<file path="config.mk">
export PLATFORM = sky130hd
export DESIGN_NAME = ysyx_25060170_mem_arbiter
export DESIGN_NICKNAME = d
export VERILOG_FILES = /design/src/rtl/ysyx_25060170_mem_arbiter.sv
export SDC_FILE = /design/constraint.sdc
export NUM_CORES = 1
export LEC_CHECK = 0
export BUFFER_PORTS_ARGS = -buffer_cell sky130_fd_sc_hd__buf_2
export CORE_MARGIN = 4
export CORE_UTILIZATION = 52
export CTS_CLUSTER_SIZE = 30
export DETAILED_ROUTE_END_ITERATION = 10
export PLACE_DENSITY = 0.93
export SLEW_MARGIN = 30
export SYNTH_ARGS = -nofsm -noshare
export SYNTH_HDL_FRONTEND = slang
export SYNTH_SLANG_ARGS = --single-unit
</file>
<file path="constraint.sdc">
create_clock -name clk -period 4.93 [get_ports clk]
set_clock_uncertainty 0.05 [all_clocks]
set_input_delay 0.493 -clock clk [delete_from_list [all_inputs] [get_ports clk]]
set_output_delay 0.493 -clock clk [all_outputs]
set_load 0.05 [all_outputs]
</file>
<file path="src/rtl/ysyx_25060170_mem_arbiter.sv">
// IFU/LSU arbiter for the single memory port: one outstanding transaction, IDLE->REQ->RESP.
// Define YSYX_25060170_ARB_RR_EN for round-robin arbitration; default is fixed LSU-over-IFU priority.
module ysyx_25060170_mem_arbiter #(
  parameter int unsigned ADDR_W  = 32,
  parameter int unsigned DATA_W  = 32,
  parameter int unsigned TIMEOUT = 255
) (
  input  logic              clk,
  input  logic              rst,
  input  logic              ifu_req_valid,
  output logic              ifu_req_ready,
  input  logic [ADDR_W-1:0] ifu_addr,
  output logic              ifu_resp_valid,
  output logic [DATA_W-1:0] ifu_rdata,
  input  logic              lsu_req_valid,
  output logic              lsu_req_ready,
  input  logic [ADDR_W-1:0] lsu_addr,
  input  logic              lsu_wen,
  input  logic [DATA_W-1:0] lsu_wdata,
  input  logic [2:0]        lsu_len,
  output logic              lsu_resp_valid,
  output logic [DATA_W-1:0] lsu_rdata,
  output logic              mem_req_valid,
  input  logic              mem_req_ready,
  output logic [ADDR_W-1:0] mem_addr,
  output logic              mem_wen,
  output logic [DATA_W-1:0] mem_wdata,
  output logic [2:0]        mem_len,
  input  logic              mem_resp_valid,
  input  logic [DATA_W-1:0] mem_rdata,
  output logic              resp_err
);

  typedef enum logic [1:0] {IDLE, REQ, RESP} state_t;

  state_t      state;
  logic        owner_lsu;
  logic [31:0] cnt;
  logic        grant_lsu;
  logic        grant_ifu;

`ifdef YSYX_25060170_ARB_RR_EN
  logic last_grant;  // 0 = IFU granted last, 1 = LSU granted last

  always_comb begin
    grant_lsu = lsu_req_valid;
    if (lsu_req_valid && ifu_req_valid) grant_lsu = last_grant == 1'b0;
  end
`else
  always_comb begin
    grant_lsu = lsu_req_valid;
  end
`endif

  assign grant_ifu = ifu_req_valid && !grant_lsu;

  // Ready is held low during reset so every output reads 0 while rst is asserted.
  assign ifu_req_ready = rst && (state == IDLE) && grant_ifu;
  assign lsu_req_ready = rst && (state == IDLE) && grant_lsu;

  always_ff @(posedge clk) begin
    if (!rst) begin
      state          <= IDLE;
      owner_lsu      <= 1'b0;
      cnt            <= '0;
      mem_req_valid  <= 1'b0;
      mem_addr       <= '0;
      mem_wen        <= 1'b0;
      mem_wdata      <= '0;
      mem_len        <= '0;
      ifu_resp_valid <= 1'b0;
      lsu_resp_valid <= 1'b0;
      ifu_rdata      <= '0;
      lsu_rdata      <= '0;
      resp_err       <= 1'b0;
`ifdef YSYX_25060170_ARB_RR_EN
      last_grant     <= 1'b0;
`endif
    end else begin
      ifu_resp_valid <= 1'b0;
      lsu_resp_valid <= 1'b0;
      resp_err       <= 1'b0;
      case (state)
        IDLE: begin
          if (grant_lsu) begin
            owner_lsu     <= 1'b1;
            mem_addr      <= lsu_addr;
            mem_wen       <= lsu_wen;
            mem_wdata     <= lsu_wdata;
            mem_len       <= lsu_len;
            mem_req_valid <= 1'b1;
            state         <= REQ;
`ifdef YSYX_25060170_ARB_RR_EN
            last_grant    <= 1'b1;
`endif
          end else if (grant_ifu) begin
            owner_lsu     <= 1'b0;
            mem_addr      <= ifu_addr;
            mem_wen       <= 1'b0;
            mem_wdata     <= '0;
            mem_len       <= 3'd4;
            mem_req_valid <= 1'b1;
            state         <= REQ;
`ifdef YSYX_25060170_ARB_RR_EN
            last_grant    <= 1'b0;
`endif
          end
        end
        REQ: begin
          if (mem_req_ready) begin
            mem_req_valid <= 1'b0;
            cnt           <= '0;
            state         <= RESP;
          end
        end
        RESP: begin
          if (mem_resp_valid) begin
            if (owner_lsu) begin
              lsu_resp_valid <= 1'b1;
              lsu_rdata      <= mem_wen ? '0 : mem_rdata;
            end else begin
              ifu_resp_valid <= 1'b1;
              ifu_rdata      <= mem_rdata;
            end
            cnt   <= '0;
            state <= IDLE;
          end else if (TIMEOUT != 0 && cnt == TIMEOUT - 1) begin
            // Firing one count early puts the error pulse exactly TIMEOUT cycles after entering RESP.
            if (owner_lsu) begin
              lsu_resp_valid <= 1'b1;
              lsu_rdata      <= DATA_W'(32'hDEADBEEF);
            end else begin
              ifu_resp_valid <= 1'b1;
              ifu_rdata      <= DATA_W'(32'hDEADBEEF);
            end
            resp_err <= 1'b1;
            cnt      <= '0;
            state    <= IDLE;
          end else begin
            cnt <= cnt + 32'd1;
          end
        end
        default: state <= IDLE;
      endcase
    end
  end

endmodule
</file>
==> impl_metrics.ini, run 1 <==
[timing]
final_hold_viol_count = 0
max_freq_mhz = 344
rsz0062_at_grt = no
fin_setup_tns_ps = 0
setup_slack_ps = 2020
drv_slew = 0
period_share_pct = 58.9
fin_crit_ps = 2910
finalSetupViolCount = 0
max_slew_margin_pct = 36.0
tightest_slew_ps = 960

[floorplan]
die_x_um = 122
rows = 41
start_util_pct = 53.3
io_pins = 276
core_mm2 = 0.0126
die_y_um = 122
dieArea_mm2 = 0.0148

[critical_path]
crit_path_start_kind = primary input
crit_type = in2out
endpoint_kind = output pin
cpMostUsedCell = buf_4
crit_buf_inv = 6
crit_required_ps = 4390
slowest_stage = buf_4
worstPathMaxFanout = 51
path_cells = buf_2 > buf_4 > clkinv_1 > buf_4 > nor2_2 > buf_4 > buf_2
worstPathArrival_ps = 2360
cp_top_family = buffers and inverters
slowest_delay_ps = 430

[power]
power_frac_clock_pct = 39.9
finalPower_uw = 3370
switching_power_uw = 1000
ir_worst_vdd_v = 0.000273
cellPowerDensity_mw_per_mm2 = 382
pwr-share-seq_pct = 43.9
p_sw_share_pct = 29.8
p_int_uw = 2370
p_leak_uw = 0.00440
p_comb_share_pct = 16.1

[layout]
seqCellArea_mm2 = 0.00342
drive_gt1_share_pct = 36.6
nNetsFinal = 1094
multi_input_area_mm2 = 0.00300
num-fill-cells = 906
area_growth_pct = 31.5

[global_routing]
grt_pass1_vias = 6184
overflow = 0
grt_pass1_wl_um = 31600
grtUsageTotal_pct = 26.9
grt_max_degree = 68
antenna_found_initial = 1

[yosys]
ys_seq_elements = 171
synth_cell_type_count = 47
synth_top_area_share_pct = 50.9
syn_area_mm2 = 0.00672
synth_edf_count = 0
post_synth.cell_area_avg_um2 = 9.67
synth_nets = 835
netlist_instances = 695
synth_top_area_cell = dfxtp_1
async_flop_share_pct = 0
seq_area_frac_synth_pct = 50.9
yosys_most_used_dff = dfxtp_1
ys_top_cells_by_area = dfxtp_1, a22o_1, mux2i_1
yosys_warnings = 0

[detailed_routing]
drtIter0Drc = 525
ant_nets = 0
wl_um = 20700
vias_per_cell = 5.69
drc = 0
dr_total_vias = 6484
wl_per_cell_um = 18.2
detail_route.first_pass.iterations = 6

[clock_tree]
clock_path_buffers = 2
clk_pin_slew_ps = 70
cts_made_buffers = 17
ctsHoldBuffers = 0
htree_num_levels = 4
cts_resized = 0
clock_latency_ps = 430
cts_setup_buffers = 0
cts_sinks = 171
tritoncts = yes
clock_tree.root_cell = clkbuf_16

[placed_design]
globalplace.congestion = 0.896
portBuffers = 275
pre_cts_slack_ps = 2090
dpl.hpwl_um = 14500

[min_path]
min_path_type = in2reg

[run]
drv_cap = 0

[run_status]
status = complete, no violations
[flip-flops by register name (all words and copies together), names as in the netlist]
signal and cells:
cnt 32, ifu_rdata 32, ifu_resp_valid 1, lsu_rdata 32, lsu_resp_valid 1, mem_addr 32
mem_len 3, mem_req_valid 1, mem_wdata 32, mem_wen 1, owner_lsu 1, resp_err 1
state 2
[kinds of logic (layout without fill, tap and decap cells)]
kind of cell    after synthesis  count (layout)  synth area share, %
compound gates              199             199                 23.3
simple gates                195             195                 14.0
flops                       171             171                 50.9
buf+inv                      81             353                 4.62
mux                          32              32                 4.77
xor+xnor                     15              15                 1.95
fa+ha+maj                     2               2                0.372
other cells                   0               1                    0
[layout by cell type (no fill, tap or decap), types with 10 or more instances in the layout]
| master | instances |
|---|---|
| o21ai_0 | 42 |
| clkbuf_16 | 17 |
| nand2_1 | 40 |
| mux2i_1 | 32 |
| o211a_1 | 24 |
| a22o_1 | 43 |
| nand4_1 | 14 |
| buf_4 | 13 |
| inv_1 | 32 |
| nand3_1 | 26 |
| buf_2 | 275 |
| o221a_2 | 24 |
| nor4_1 | 10 |
| a21oi_1 | 11 |
| nor2_1 | 69 |
| dfxtp_1 | 171 |
| a211oi_1 | 33 |
[worst paths after layout]
path	startpoint	slack (ps)	depth (start not counted)	endpoint
max	rst	2020	7	lsu_req_ready
min reg2reg	lsu_rdata[4]$_SDFFE_PN0P_	420	1	lsu_rdata[4]$_SDFFE_PN0P_
min	lsu_wdata[6]	230	2	mem_wdata[6]$_SDFFE_PN0P_
max reg2reg	state[1]$_SDFFE_PN0P_	2540	5	ifu_rdata[22]$_SDFFE_PN0P_
[area by class of cell]
class	instances	area share, %
clock inverter	14	1.84
inverter	33	1.40
clock buffer	18	4.97
timing repair buffer	288	16.7
multi-input combinational	443	33.9
tap	172	2.43
antenna	1	0.0283
sequential	171	38.7
[routing by layer]
| layer | part of all wire (%) | wire (um) | track usage (%) |
|---|---|---|---|
| met1 | 37 | 7610 | 30.9 |
| met5 | 0 | 0 | 0 |
| met3 | 9.1 | 1890 | 8.12 |
| met4 | 2.4 | 491 | 8.89 |
| met2 | 52 | 10700 | 47.7 |
[worst register-to-register path: stages (launching register included)]
cell	delay, ps
dfxtp_1	420
nor2b_1	600
nand2b_1	380
nor2_1	530
nand2_1	160
a21oi_1	180
[metrics by stage]
stage               hold WS (ps)  instance area (um2)  utilization, %  instances
floorplan                    413                 6720               -        695
global placement             401                 8230            65.2       1107
detailed placement           404                 8240            65.3       1107
CTS                          218                 8840            70.0       1139
global route                 223                 8840            70.1       1140
finish                       227                 8840            70.1       1140
[synthesized netlist by cell type, types with 3 or more instances]
| cell | count |
|---|---|
| dfxtp_1 | 171 |
| nor2_1 | 71 |
| a22o_1 | 43 |
| o21ai_0 | 42 |
| nand2_1 | 40 |
| clkbuf_1 | 36 |
| a211oi_1 | 33 |
| inv_1 | 33 |
| mux2i_1 | 32 |
| nand3_1 | 26 |
| o211a_1 | 24 |
| o221a_2 | 24 |
| nand4_1 | 14 |
| a21oi_1 | 11 |
| nor4_1 | 11 |
| xnor2_1 | 9 |
| buf_1 | 7 |
| nor3_1 | 7 |
| or3_1 | 7 |
| xor2_1 | 6 |
| buf_2 | 5 |
| a31oi_1 | 4 |
| a211o_1 | 3 |
| and3_1 | 3 |
| o211ai_1 | 3 |
[power by group through the flow]
stage          registers (uW)  clock network (uW)  logic (uW)
4_1_cts                  1480                1350         546
5_1_grt                  1490                1420         576
2_1_floorplan            1720                   0         160
3_5_place_dp             1510                   0         541
3_3_place_gp             1510                   0         534
6_report                 1480                1350         545
Power figures use the tool's default switching activity.
==> inputs of run 2 (changes only) <==
- CORE_UTILIZATION: 52 -> 48
- PLACE_DENSITY: 0.93 -> 0.88
- clock period: 4.93 -> 2.9 ns (I/O delays scaled with it)
==> run 2 against run 1 <==
  * Flip-flop and latch count is the same
  * Clock power grew 74%
  * Non-clock buffer count grew 4
  * Cell count grew 0.96%
  * Utilization shrank 3.9 points
  * Combinational power grew 71%
  * Global-route usage shrank 1.9 points
  * Total power grew 72%
  * Largest power group unchanged
==> impl_metrics.ini, run 2 (synthesis results as in run 1) <==
[clock_tree]
cts_setup_buffers = 0
htree_num_levels = 4
clk_pin_slew_ps = 70
clock_tree.root_cell = clkbuf_16
cts_made_buffers = 17
cts_resized = 0
ctsHoldBuffers = 0
clock_path_buffers = 2
clock_latency_ps = 420
tritoncts = yes
cts_sinks = 171

[detailed_routing]
wl_per_cell_um = 18.0
dr_total_vias = 6412
drtIter0Drc = 558
wl_um = 20700
wl_met1_um = 7650
detail_route.first_pass.iterations = 5
ant_nets = 0
drc = 0
vias_per_cell = 5.57
highest_layer = met5
wl_met2_um = 10300
wl_met3_um = 1800

[timing]
fin_setup_tns_ps = 0
fin_crit_ps = 2300
max_slew_margin_pct = 45.5
period_share_pct = 79.3
final_hold_viol_count = 0
rsz0062_at_grt = no
max_freq_mhz = 435
drv_slew = 0
finalSetupViolCount = 0
tightest_slew_ps = 817

[floorplan]
dieArea_mm2 = 0.0160
core_mm2 = 0.0135
rows = 42
start_util_pct = 50.0
die_x_um = 126
die_y_um = 126
io_pins = 276

[global_routing]
grt_pass1_wl_um = 32300
grtUsageTotal_pct = 25.0
antenna_found_initial = 5
grt_pass1_vias = 6175
overflow = 0
grt_max_degree = 52

[critical_path]
crit_path_start_kind = flip-flop
path_cells = nor2b_1 > nand2b_1 > nor2_1 > nand2_1 > a21oi_1
rr_worst_depth = 5
r2r_start = state[1]$_SDFFE_PN0P_
crit_type = reg2reg
worstPathMaxFanout = 11
worstPathArrival_ps = 2600
slowest_delay_ps = 600
startpoint = state[1]$_SDFFE_PN0P_
r2r_slack_ps = 600
endpoint_kind = flip-flop
crit_required_ps = 3200
slowest_stage = nor2b_1
crit_buf_inv = 0
r2r-end = ifu_rdata[17]$_SDFFE_PN0P_
cp_top_family = simple AND/OR/NAND/NOR gates

[placed_design]
portBuffers = 275
dpl.hpwl_um = 15000
globalplace.congestion = 0.920

[layout]
nNetsFinal = 1098
drive_gt1_share_pct = 36.8
layout_commonest_cell = buf_2
final_cell_mix = buf_2, dfxtp_1, nor2_1
area_growth_pct = 32.4

[run_status]
status = complete, no violations

[min_path]
hold_depth = 2
worstHoldStart = lsu_wdata[4]
min_path_type = in2reg
hold_end = mem_wdata[4]$_SDFFE_PN0P_

[power]
finalPower_uw = 5800
p_leak_uw = 0.00443
cellPowerDensity_mw_per_mm2 = 652
ir_worst_vdd_v = 0.000443

[run]
drv_cap = 0
[run 2: changes by cell type in the layout (fill, tap and decap cells not counted), sizes merged]
cell and delta:
buf +4, bufinv +1, clkinv -3, diode +3, inv +2
[run 2: cell type report]
cell class | count | area [um2]
Antenna cell | 4 | 10.0
Tap cell | 176 | 220
Clock inverter | 14 | 185
Inverter | 33 | 124
Sequential cell | 171 | 3420
Multi-Input combinational cell | 443 | 2990
Timing Repair Buffer | 292 | 1520
Fill cell | 1055 | 4550
Clock buffer | 18 | 429
[run 2: stage by stage]
stage / hold WS (ps) / setup slack (ps) / std cells / utilization (%) / cell area [um2]
2_1_floorplan: 373 / 800 / 695 / - / 6720
3_3_place_gp: 401 / 720 / 1115 / 61.5 / 8280
3_5_place_dp: 404 / 690 / 1115 / 61.5 / 8280
4_1_cts: 10.2 / 602 / 1147 / 66.1 / 8890
5_1_grt: 11.2 / 465 / 1151 / 66.2 / 8900
6_report: 20.4 / 600 / 1151 / 66.2 / 8900
[run 2: power breakdown]
part / internal [uW] / switching (uW)
combinational: 266 / 668
sequential: 2460 / 62.7
clock: 1380 / 973
total: 4100 / 1700
[run 2: per-layer routing]
| layer | global-route usage (%) | vias to the layer above |
|---|---|---|
| met4 | 12.7 | 2 |
| met3 | 7.02 | 59 |
| li1 | - | 3095 |
| met2 | 42.6 | 323 |
| met1 | 28.8 | 2933 |
| met5 | 0 | - |
[run 2: how the worst max path moves through the flow]
stage | to | slack, ps | depth (start not counted)
finish | ifu_rdata[17]$_SDFFE_PN0P_ | 600 | 5
detailed placement | cnt[30]$_SDFFE_PN0P_ | 690 | 5
global route | ifu_rdata[20]$_SDFFE_PN0P_ | 460 | 5
CTS | lsu_req_ready | 600 | 4
global placement | cnt[30]$_SDFFE_PN0P_ | 720 | 5
floorplan | cnt[10]$_SDFFE_PN0P_ | 800 | 8
